--- src/rtl/riscv_mem_arbiter.sv ---
// ============================================================================
//  Module   : riscv_mem_arbiter
//  Brief    : Two-requester (fetch / load-store) arbiter onto a single memory
//             port, one transaction outstanding, with timeout and fetch abort.
//  Revision : 1.0
// ============================================================================
`default_nettype none

module riscv_mem_arbiter #(
    parameter int TIMEOUT_CYCLES = 255
) (
    input  logic        clk_i,
    input  logic        rst_i,

    input  logic        inst_rd_i,
    input  logic [31:0] inst_pc_i,
    input  logic        inst_abort_i,
    output logic        inst_accept_o,
    output logic        inst_valid_o,
    output logic        inst_error_o,
    output logic [31:0] inst_data_o,

    input  logic        data_rd_i,
    input  logic [3:0]  data_wr_i,
    input  logic [31:0] data_addr_i,
    input  logic [31:0] data_wdata_i,
    output logic        data_accept_o,
    output logic        data_ack_o,
    output logic        data_error_o,
    output logic [31:0] data_rdata_o,

    output logic        mem_rd_o,
    output logic [3:0]  mem_wr_o,
    output logic [31:0] mem_addr_o,
    output logic [31:0] mem_wdata_o,
    input  logic        mem_accept_i,
    input  logic        mem_ack_i,
    input  logic        mem_error_i,
    input  logic [31:0] mem_rdata_i
);

    localparam logic [1:0]  c_IDLE       = 2'd0;
    localparam logic [1:0]  c_ISSUE      = 2'd1;
    localparam logic [1:0]  c_WAIT       = 2'd2;
    localparam logic        c_GRANT_INST = 1'b0;
    localparam logic        c_GRANT_DATA = 1'b1;
    localparam logic [15:0] c_TIMEOUT    = 16'(TIMEOUT_CYCLES);

    logic [1:0]  r_state;
    logic        r_owner;
    logic        r_last_grant;
    logic [15:0] r_cnt;
    logic        r_abort;
    logic        r_rd;
    logic [3:0]  r_wr;
    logic [31:0] r_addr;
    logic [31:0] r_wdata;
    logic        r_inst_valid;
    logic        r_inst_error;
    logic [31:0] r_inst_data;
    logic        r_data_ack;
    logic        r_data_error;
    logic [31:0] r_data_rdata;

    logic        w_inst_pend;
    logic        w_data_pend;
    logic        w_grant_data;
    logic        w_grant_inst;
    logic        w_can_grant;
    logic        w_issue;
    logic        w_wait;
    logic        w_busy;
    logic        w_ack;
    logic        w_timeout;
    logic        w_done;
    logic        w_abort_now;
    logic        w_suppress;
    logic [15:0] w_cnt_next;
    logic [31:0] w_rsp_data;
    logic        w_rsp_err;

    assign w_inst_pend  = inst_rd_i;
    assign w_data_pend  = data_rd_i | (|data_wr_i);
    // On a tie the side that did not win last time is served.
    assign w_grant_data = w_data_pend & (~w_inst_pend | (r_last_grant == c_GRANT_INST));
    assign w_grant_inst = w_inst_pend & ~w_grant_data;
    // Accepts are combinational, so they are also held low while in reset.
    assign w_can_grant  = (r_state == c_IDLE) & rst_i;

    assign inst_accept_o = w_can_grant & w_grant_inst;
    assign data_accept_o = w_can_grant & w_grant_data;

    assign w_issue    = (r_state == c_ISSUE);
    assign w_wait     = (r_state == c_WAIT);
    assign w_busy     = w_issue | w_wait;
    assign w_ack      = (w_issue & mem_accept_i & mem_ack_i) | (w_wait & mem_ack_i);
    assign w_cnt_next = r_cnt + 16'd1;
    assign w_timeout  = w_busy & ~w_ack & (w_cnt_next == c_TIMEOUT);
    assign w_done     = w_ack | w_timeout;
    assign w_rsp_data = w_ack ? mem_rdata_i : 32'h0;
    assign w_rsp_err  = w_ack ? mem_error_i : 1'b1;

    // An abort arriving together with the ack still suppresses the response.
    assign w_abort_now = inst_abort_i & w_busy & (r_owner == c_GRANT_INST);
    assign w_suppress  = r_abort | w_abort_now;

    assign mem_rd_o    = w_issue & r_rd;
    assign mem_wr_o    = w_issue ? r_wr : 4'h0;
    assign mem_addr_o  = r_addr;
    assign mem_wdata_o = r_wdata;

    assign inst_valid_o = r_inst_valid;
    assign inst_error_o = r_inst_error;
    assign inst_data_o  = r_inst_data;
    assign data_ack_o   = r_data_ack;
    assign data_error_o = r_data_error;
    assign data_rdata_o = r_data_rdata;

    always_ff @(posedge clk_i or negedge rst_i) begin
        if (!rst_i) begin
            r_state      <= c_IDLE;
            r_owner      <= c_GRANT_INST;
            r_last_grant <= c_GRANT_INST;
            r_cnt        <= 16'h0;
            r_abort      <= 1'b0;
            r_rd         <= 1'b0;
            r_wr         <= 4'h0;
            r_addr       <= 32'h0;
            r_wdata      <= 32'h0;
            r_inst_valid <= 1'b0;
            r_inst_error <= 1'b0;
            r_inst_data  <= 32'h0;
            r_data_ack   <= 1'b0;
            r_data_error <= 1'b0;
            r_data_rdata <= 32'h0;
        end else begin
            r_inst_valid <= 1'b0;
            r_inst_error <= 1'b0;
            r_data_ack   <= 1'b0;
            r_data_error <= 1'b0;
            case (r_state)
                c_IDLE: begin
                    if (w_grant_data | w_grant_inst) begin
                        r_state      <= c_ISSUE;
                        r_owner      <= w_grant_data;
                        r_last_grant <= w_grant_data;
                        r_cnt        <= 16'h0;
                        r_abort      <= 1'b0;
                        if (w_grant_data) begin
                            r_rd    <= data_rd_i & ~(|data_wr_i);
                            r_wr    <= data_wr_i;
                            r_addr  <= data_addr_i;
                            r_wdata <= data_wdata_i;
                        end else begin
                            r_rd    <= 1'b1;
                            r_wr    <= 4'h0;
                            r_addr  <= inst_pc_i;
                            r_wdata <= 32'h0;
                        end
                    end
                end
                c_ISSUE, c_WAIT: begin
                    if (w_done) begin
                        r_state <= c_IDLE;
                        r_cnt   <= 16'h0;
                        r_abort <= 1'b0;
                        if (r_owner == c_GRANT_DATA) begin
                            r_data_ack   <= 1'b1;
                            r_data_error <= w_rsp_err;
                            r_data_rdata <= w_rsp_data;
                        end else if (!w_suppress) begin
                            r_inst_valid <= 1'b1;
                            r_inst_error <= w_rsp_err;
                            r_inst_data  <= w_rsp_data;
                        end
                    end else begin
                        r_cnt <= w_cnt_next;
                        if (w_issue && mem_accept_i) begin
                            r_state <= c_WAIT;
                        end
                        if (w_abort_now) begin
                            r_abort <= 1'b1;
                        end
                    end
                end
                default: begin
                    r_state <= c_IDLE;
                end
            endcase
        end
    end

endmodule

`default_nettype wire

--- config.mk ---
export PLATFORM = sky130hd
export DESIGN_NAME = riscv_mem_arbiter
export DESIGN_NICKNAME = d
export VERILOG_FILES = /design/src/rtl/riscv_mem_arbiter.sv
export SDC_FILE = /design/constraint.sdc
export NUM_CORES = 1
export LEC_CHECK = 0
export CORE_MARGIN = 5
export CORE_UTILIZATION = 43
export DETAILED_ROUTE_END_ITERATION = 6
export PLACE_DENSITY = 0.81
export SLEW_MARGIN = 20
export SYNTH_ARGS = -nofsm -noshare
export SYNTH_HDL_FRONTEND = slang
export SYNTH_SLANG_ARGS = --single-unit
--- constraint.sdc ---
create_clock -name clk_i -period 3.5 [get_ports clk_i]
set_clock_uncertainty 0.1 [all_clocks]
set_input_delay 0.7 -clock clk_i [delete_from_list [all_inputs] [get_ports clk_i]]
set_output_delay 0.7 -clock clk_i [all_outputs]
set_load 0.005 [all_outputs]
==> impl_metrics.yaml, run 1 <==
drt:
  first_iter_violations: 428
  wirelength_microns: 21040
  drc_errors: 0
  post_drt_wl_per_cell_microns: 20.33
  highest_layer: "met4"
  first_pass_iters: 4
  vias: 5644
  drt-met1-wl_microns: 8285
  ant_nets: 0
  met3_wirelength_microns: 1491
  wl_met2_microns: 10750
  avgViaCountPerCell: 5.453
worst_setup_path:
  timing.rr.start: "r_state[1]$_DFFE_PN0P_"
  arrival_ps: 2630
  crit_start: "data_wr_i[0]"
  critPathMaxStageDelay_ps: 590
  cp_cell_sequence: "clkdlybuf4s50_1, or4_4, o21ai_4, and4_1, clkdlybuf4s50_1"
  crit_family: "buffers and inverters"
  worstSetupPathType: "input port to output port"
  cp-start-kind: "input port"
  cp_slowest_cell: "or4_4"
  critPathBufInv: 2
  path_common_cell: "clkdlybuf4s50_1"
  cp.required_ps: 2700
  end_kind: "output port"
  rrSetupSlack_ps: 400
  path_max_fanout: 3
grt:
  grt_pass1_vias: 5957
  grt_max_degree: 69
  grt_first_pass_wirelength_microns: 32490
  antenna_found_initial: 0
  grt_overflow: 0
  track_usage_pct: 22.79
finish:
  final_core_utilization_pct: 67.34
  drive_above_1_share_pct: 8.028
  finalNetCount: 980
  layout_common_cells: "clkdlybuf4s50_1 (277), dfrtp_1 (157), a22o_1 (100), o21ai_0 (50), nand2_1 (48)"
  fill_cells: 1091
  final_area_sq_um: 10240
  antennaDiodeCount: 0
  final_common_cell: "clkdlybuf4s50_1"
  area_delta_synth_final_pct: 53.16
  stdcell_count: 1035
  register_area_sq_um: 3929
  multiInputGateArea_sq_um: 2511
timing:
  rsz0062_at_grt: "no"
  slew_viol_final: 0
  min_period_ps: 3430
  fin_ws_ps: 69.55
  tightest_slew_ps: 838.8
  setup_viol: 0
  clock.fmax_mhz: 291.5
  hold_viol: 0
  max_slew_margin_pct: 44.08
  period_share_pct: 98.01
  whs_ps: 41.80
power:
  ir_drop_v: 0.0004155
  powerDensity_nw_per_um2: 827.6
  leakagePower_nw: 4.424
cts:
  htree_num_levels: 4
  path_clk_slew_ps: 60
  cts_setup_buffers: 0
  clk_latency_ps: 420
  cts_tree: "done"
  cts_buffers: 17
  cts-root-buf: "clkbuf_16"
  cts.path.max_buffers: 2
  clock-sinks: 157
floorplan:
  initial_core_util_pct: 43.97
  die_x_microns: 134.7
  core_sq_um: 15200
  fp-row-count: 45
  dieHeight_microns: 134.7
  die-area_sq_um: 18140
  pin_count: 279
synthesis:
  synth_edf_count: 0
  syn-cell-area_sq_um: 6684
  synthCells: 560
  synthesis.nets: 706
  yosysWarnings: 0
  synthFlopType: "dfrtp_1"
  ys_types: 52
  ys_seq_elements: 157
  avgSynthCellArea_sq_um: 11.94
  synth-async-reset-ratio_pct: 100.0
  ys_seq_area_share_pct: 58.78
placement:
  portBuffers: 278
  placed_area_sq_um: 9648
  place_congestion: 0.8647
  dp_cells: 1003
  place_ws_ps: -24.23
  place_hpwl_microns: 15670
run_status:
  status: "complete, no violations"
job:
  drv_cap: 0
hold_path:
  hp-class: "input port to asynchronous set/reset pin"
## path summary, 6_finish.rpt
kind / to / cells past startpoint
setup / recovery: inst_accept_o / 5
hold / removal: mem_addr_o[8]$_DFFE_PN0P_ / 1
hold reg to reg: mem_addr_o[18]$_DFFE_PN0P_ / 2
setup reg to reg: r_cnt[2]$_DFFE_PN0P_ / 9
max in group asynchronous: r_cnt[15]$_DFFE_PN0P_ / 3
min in group clk_i: mem_addr_o[18]$_DFFE_PN0P_ / 2
## routing by layer
metal  vias up  GRT usage [%]
met5         -              0
met4         0          8.258
met3        29          5.700
met2       228          39.77
met1      2760          27.34
li1       2627              -
## registers in the layout, indices dropped and copies added, names as in the netlist, 2 cells and up
name,flops
data_rdata_o,32
inst_data_o,32
mem_addr_o,32
mem_wdata_o,32
r_cnt,16
r_wr,4
r_state,2
## cell families after synthesis
| logic type | synth area share (%) |
|---|---|
| XOR/XNOR | 0.1311 |
| AND/OR/NAND/NOR | 9.997 |
| flip-flops | 58.78 |
| adder cells (fa/ha/maj) | 1.123 |
| AO/OA/AOI/OAI | 20.63 |
| buffers and inverters | 4.100 |
| multiplexers | 5.242 |
## cell type report
cell class                      count  share of cell area (%)
Tap cell                          188                   2.298
Timing Repair Buffer              295                   28.56
Clock inverter                     14                   1.528
Clock buffer                       18                   4.192
Inverter                           14                  0.5133
Multi-Input combinational cell    349                   24.53
Sequential cell                   157                   38.38
## synth_stat cells, types with 5 or more instances
cell	n	area [sq um]
mux2i_1	35	350.3
and2_1	8	50.05
buf_2	9	45.04
dfrtp_1	157	3929
a21o_1	5	37.54
nor2_1	8	30.03
buf_6	8	90.09
nor2b_1	5	31.28
or4_1	5	37.54
clkbuf_1	22	82.58
a22o_1	100	875.8
nand2_1	48	180.2
nand3_1	5	25.02
nand4_1	10	62.56
ha_1	6	75.07
o21ai_0	50	250.2
inv_1	14	52.55
a21oi_1	11	55.05
## metrics by stage
stage	total power, mW	setup TNS [ps]
after global placement	6.534	-5.898
after CTS	8.553	0
after floorplan	4.478	0
after detailed placement	6.685	-24.23
final	8.472	0
after global routing	8.944	0
## timing repair
| item | 4_1_cts | 5_1_grt |
|---|---|---|
| gates resized for setup | 1 | 0 |
| hold buffers | 0 | 0 |
| setup endpoints to repair | 1 | 0 |
## where the power goes
part | total, mW | switching (mW) | internal (mW)
Sequential | 3.05 | 0.475 | 2.58
Clock | 1.82 | 0.761 | 1.06
Combinational | 3.60 | 1.46 | 2.14
Total | 8.47 | 2.70 | 5.78
(Power assumes the default switching activity.)
==> run 2: changes to the inputs <==
- ABC_AREA: default -> 1
- PLACE_DENSITY: 0.81 -> 0.8
==> impl_metrics.yaml, run 2 <==
synthesis:
  synth_area_leaders: "dfrtp_1 (58%), nand2_1 (15%), a21oi_1 (4.8%), nand3_1 (3.2%), nor2_1 (3.2%)"
  avgSynthCellArea_sq_um: 8.530
  synthCells: 800
  synth-async-reset-ratio_pct: 100.0
  ys_seq_elements: 157
  synthesis.nets: 946
  yosysMostFrequentCell: "nand2_1"
  yosysTopAreaCell: "dfrtp_1"
  yosysTopAreaCellShare_pct: 57.57
  ys_seq_area_share_pct: 57.57
  synth_edf_count: 0
  synth_commonest_cells: "nand2_1 (274), dfrtp_1 (157), a21oi_1 (66)"
  yosysWarnings: 0
  syn-cell-area_sq_um: 6824
  synthFlopType: "dfrtp_1"
  ys_types: 24
cts:
  htree_num_levels: 4
  path_clk_slew_ps: 70
  clk_latency_ps: 410
  ctsHoldBuffers: 0
  cts-root-buf: "clkbuf_16"
  cts_buffers: 17
  cts.path.max_buffers: 2
  clock-sinks: 157
  cts_tree: "done"
  cts_setup_buffers: 0
  cts_resized: 0
worst_setup_path:
  arrival_ps: 2280
  r2r_end: "data_rdata_o[21]$_DFFE_PN0P_"
  cp.required_ps: 2700
  cp-start-kind: "input port"
  path_max_fanout: 8
  timing.rr.start: "r_state[0]$_DFFE_PN0P_"
  end_kind: "output port"
  r2r_cells: 14
  worstSetupPathType: "input port to output port"
  rrSetupSlack_ps: 980
run_status:
  status: "complete, no violations"
grt:
  antenna_found_initial: 0
  grt_max_degree: 158
  grt_first_pass_wirelength_microns: 32070
  track_usage_pct: 22.15
  grt_overflow: 0
  grt_pass1_vias: 6198
drt:
  post_drt_wl_per_cell_microns: 15.95
  first_iter_violations: 297
  ant_nets: 0
  avgViaCountPerCell: 4.910
  vias: 6358
  drc_errors: 0
  wirelength_microns: 20660
  first_pass_iters: 4
floorplan:
  pin_count: 279
  core_sq_um: 15710
  fp-row-count: 46
  die-area_sq_um: 18490
  die_x_microns: 136.0
  dieHeight_microns: 136.0
  initial_core_util_pct: 43.43
timing:
  max_slew_margin_pct: 43.33
  tightest_slew_ps: 850.1
  setup_viol: 0
  rsz0062_at_grt: "no"
  period_share_pct: 87.97
  clock.fmax_mhz: 324.8
  hold_viol: 0
  setup_tns_ps: 0
  min_period_ps: 3079
  slew_viol_final: 0
hold_path:
  hp-class: "input port to asynchronous set/reset pin"
finish:
  final_area_sq_um: 10370
  antennaDiodeCount: 0
  area_delta_synth_final_pct: 51.98
  layout_common_cells: "clkdlybuf4s50_1 (277), nand2_1 (272), dfrtp_1 (157), a21oi_1 (66), nor2_1 (58)"
  final_common_cell: "clkdlybuf4s50_1"
  stdcell_count: 1295
  drive_above_1_share_pct: 5.653
  finalNetCount: 1212
job:
  drv_cap: 0
placement:
  dp_cells: 1263
  placed_area_sq_um: 9797
  portBuffers: 278
  place_congestion: 0.8462
  place_hpwl_microns: 14930
power:
  powerDensity_nw_per_um2: 760.1
  leakagePower_nw: 4.663
  ir_drop_v: 0.0004139
-- run 2: changes by cell type after synthesis, moves of 8 or more --
cell and delta:
a22o_1 -100, and2_1 -8, inv_1 +27, mux2i_1 -35, o21ai_1 +28, nor2_1 +50
o21ai_0 -11, buf_2 -8, a21oi_1 +55, nand2_1 +226, nand3_1 +39, o22ai_1 +8
-- run 2: cells by family (layout without fill, tap and decap cells) --
kind of cell	after synthesis	in the layout	share of synthesized area, %
simple gates	396	396	23.36
flops	157	157	57.57
compound gates	154	154	11.92
buf+inv	85	364	5.794
fa+ha+maj	6	6	1.100
xor+xnor	2	2	0.2567
-- run 2: metal layers --
layer	share of wire (%)	wire length [microns]	vias to the layer above	global-route usage (%)
met1	39	8143	2941	27.22
met4	1.9	394	0	7.167
met2	48	9882	253	35.76
li1	-	-	3140	-
met3	11	2240	24	9.030
met5	0	0	-	0
-- run 2: power by group --
group	internal, mW	switching, mW
Sequential	2.46	0.374
Clock	1.01	0.785
Combinational	1.69	1.56
-- run 2: cell type report --
cell class | count | area [sq um]
clock inverters | 14 | 135.1
repair buffers | 290 | 2924
flip-flops and latches | 157 | 3929
well taps | 216 | 270.3
multi-input cells | 558 | 2516
clock buffers | 18 | 439.2
fillers | 1314 | 5341
inverters | 42 | 157.7
-- run 2: critical path, cell delays in order --
cell and delay, ps:
clkdlybuf4s50_1 530, nand2_1 150, nand2_1 70, nand2_2 150
inv_1 70, nor2_1 90, clkdlybuf4s50_1 510
-- run 2: worst max-delay path by stage --
stage / startpoint / endpoint / slack, ps
after floorplan: data_wr_i[3] / inst_accept_o / 1070
after global placement: inst_rd_i / data_accept_o / 460
after detailed placement: inst_rd_i / data_accept_o / 430
after CTS: inst_rd_i / data_accept_o / 430
after global routing: inst_rd_i / data_accept_o / 320
final: inst_rd_i / data_accept_o / 420
-- run 2: metrics by stage --
step	utilization (%)	power, mW	setup WS, ps	hold WS [ps]
after floorplan	-	4.175	1068	304.4
after global placement	62.35	6.054	456.5	351.9
after detailed placement	62.35	6.141	427.1	357.4
after CTS	66.01	7.977	427.7	374.0
after global routing	66.01	8.398	323.2	385.9
final	66.01	7.883	421.2	326.3
==> run 3: changes to the inputs <==
- PLACE_DENSITY: 0.8 -> default
- PLACE_DENSITY_LB_ADDON: default -> 0.2
==> impl_metrics.yaml, run 3 (synthesis results as in run 2) <==
grt:
  antenna_found_initial: 0
  grt_overflow: 0
  grt_pass1_vias: 6151
  grt_first_pass_wirelength_microns: 32400
  grt_max_degree: 132
  track_usage_pct: 22.56
worst_setup_path:
  cp_cell_sequence: "clkdlybuf4s50_1, nand2_1, nand2_1, nand2_2, inv_1, nor2_1, clkdlybuf4s50_1"
  arrival_ps: 2190
  path_max_fanout: 4
  worstSetupPathType: "input port to output port"
  cp-start-kind: "input port"
  end_kind: "output port"
  critPathMaxStageDelay_ps: 530
  critPathBufInv: 3
  cp.required_ps: 2700
  crit_family: "buffers and inverters"
  cp_slowest_cell: "clkdlybuf4s50_1"
finish:
  antennaDiodeCount: 0
  final_core_utilization_pct: 65.88
  final_common_cell: "clkdlybuf4s50_1"
  register_area_sq_um: 3929
  drive_above_1_share_pct: 5.828
  layout_common_cells: "clkdlybuf4s50_1 (277), nand2_1 (272), dfrtp_1 (157), a21oi_1 (66), nor2_1 (58)"
  fill_cells: 1363
  area_delta_synth_final_pct: 51.69
  multiInputGateArea_sq_um: 2516
  final_area_sq_um: 10350
  finalNetCount: 1214
timing:
  max_slew_margin_pct: 47.94
  setup_tns_ps: 0
  tightest_slew_ps: 780.9
  fin_ws_ps: 514.9
  slew_viol_final: 0
  setup_viol: 0
  period_share_pct: 85.29
  rsz0062_at_grt: "no"
  min_period_ps: 2985
  hold_viol: 0
  clock.fmax_mhz: 335.0
drt:
  post_drt_wl_per_cell_microns: 16.17
  first_iter_violations: 303
  vias: 6280
  ant_nets: 0
  first_pass_iters: 5
  avgViaCountPerCell: 4.842
  drc_errors: 0
  wirelength_microns: 20970
job:
  drv_cap: 0
cts:
  clock-sinks: 157
  cts_setup_buffers: 0
  clk_latency_ps: 420
  path_clk_slew_ps: 60
  cts-root-buf: "clkbuf_16"
  cts_resized: 0
  htree_num_levels: 4
  cts_buffers: 17
  cts_tree: "done"
  cts.path.max_buffers: 2
  ctsHoldBuffers: 0
floorplan:
  initial_core_util_pct: 43.43
  core_sq_um: 15710
  die_x_microns: 136.0
  die-area_sq_um: 18490
  pin_count: 279
  dieHeight_microns: 136.0
  fp-row-count: 46
placement:
  place_hpwl_microns: 14930
  portBuffers: 278
  place_congestion: 0.8334
  placed_area_sq_um: 9774
  place_ws_ps: 528.6
power:
  ir_drop_v: 0.0003976
  powerDensity_nw_per_um2: 758.2
  leakagePower_nw: 4.644
run_status:
  status: "complete, no violations"
hold_path:
  hp-class: "input port to asynchronous set/reset pin"
[run 3: final timing paths]
kind / slack (ps) / to / start / cells past startpoint
max: 510 / data_accept_o / inst_rd_i / 7
min reg2reg: 370 / mem_wdata_o[27]$_DFFE_PN0P_ / mem_wdata_o[27]$_DFFE_PN0P_ / 2
min: 60 / mem_wdata_o[30]$_DFFE_PN0P_ / rst_i / 1
min in group clk_i: 370 / mem_wdata_o[27]$_DFFE_PN0P_ / mem_wdata_o[27]$_DFFE_PN0P_ / 2
max reg2reg: 780 / inst_data_o[12]$_DFFE_PN0P_ / r_state[1]$_DFFE_PN0P_ / 14
max in group asynchronous: 2220 / data_rdata_o[29]$_DFFE_PN0P_ / rst_i / 2
[run 3: area by class of cell]
class,count,area share (%)
clock buffer,18,4.243
clock inverter,14,1.330
inverter,42,1.523
multi-input combinational,558,24.31
sequential,157,37.95
tap,216,2.611
timing repair buffer,292,28.03
[run 3: through the flow]
step                      std cells  total power [mW]  hold WS, ps
after global routing           1297             8.382        61.15
after floorplan                 800             4.175        304.4
after detailed placement       1265             6.107        357.4
final                          1297             7.848        57.25
after CTS                      1297             7.953        45.89
after global placement         1265             6.064        354.5
[run 3: power by group]
group,total (mW),internal [mW],switching (mW)
registers,2.82,2.46,0.361
logic,3.23,1.67,1.55
clock network,1.80,1.01,0.789
[run 3: metal layers]
layer | global-route usage [%] | vias to the layer above | routed length (microns)
met3 | 10.36 | 23 | 2277
met5 | 0 | - | 0
met2 | 37.11 | 242 | 10160
met4 | 6.831 | 0 | 340
li1 | - | 3126 | -
met1 | 26.53 | 2889 | 8188
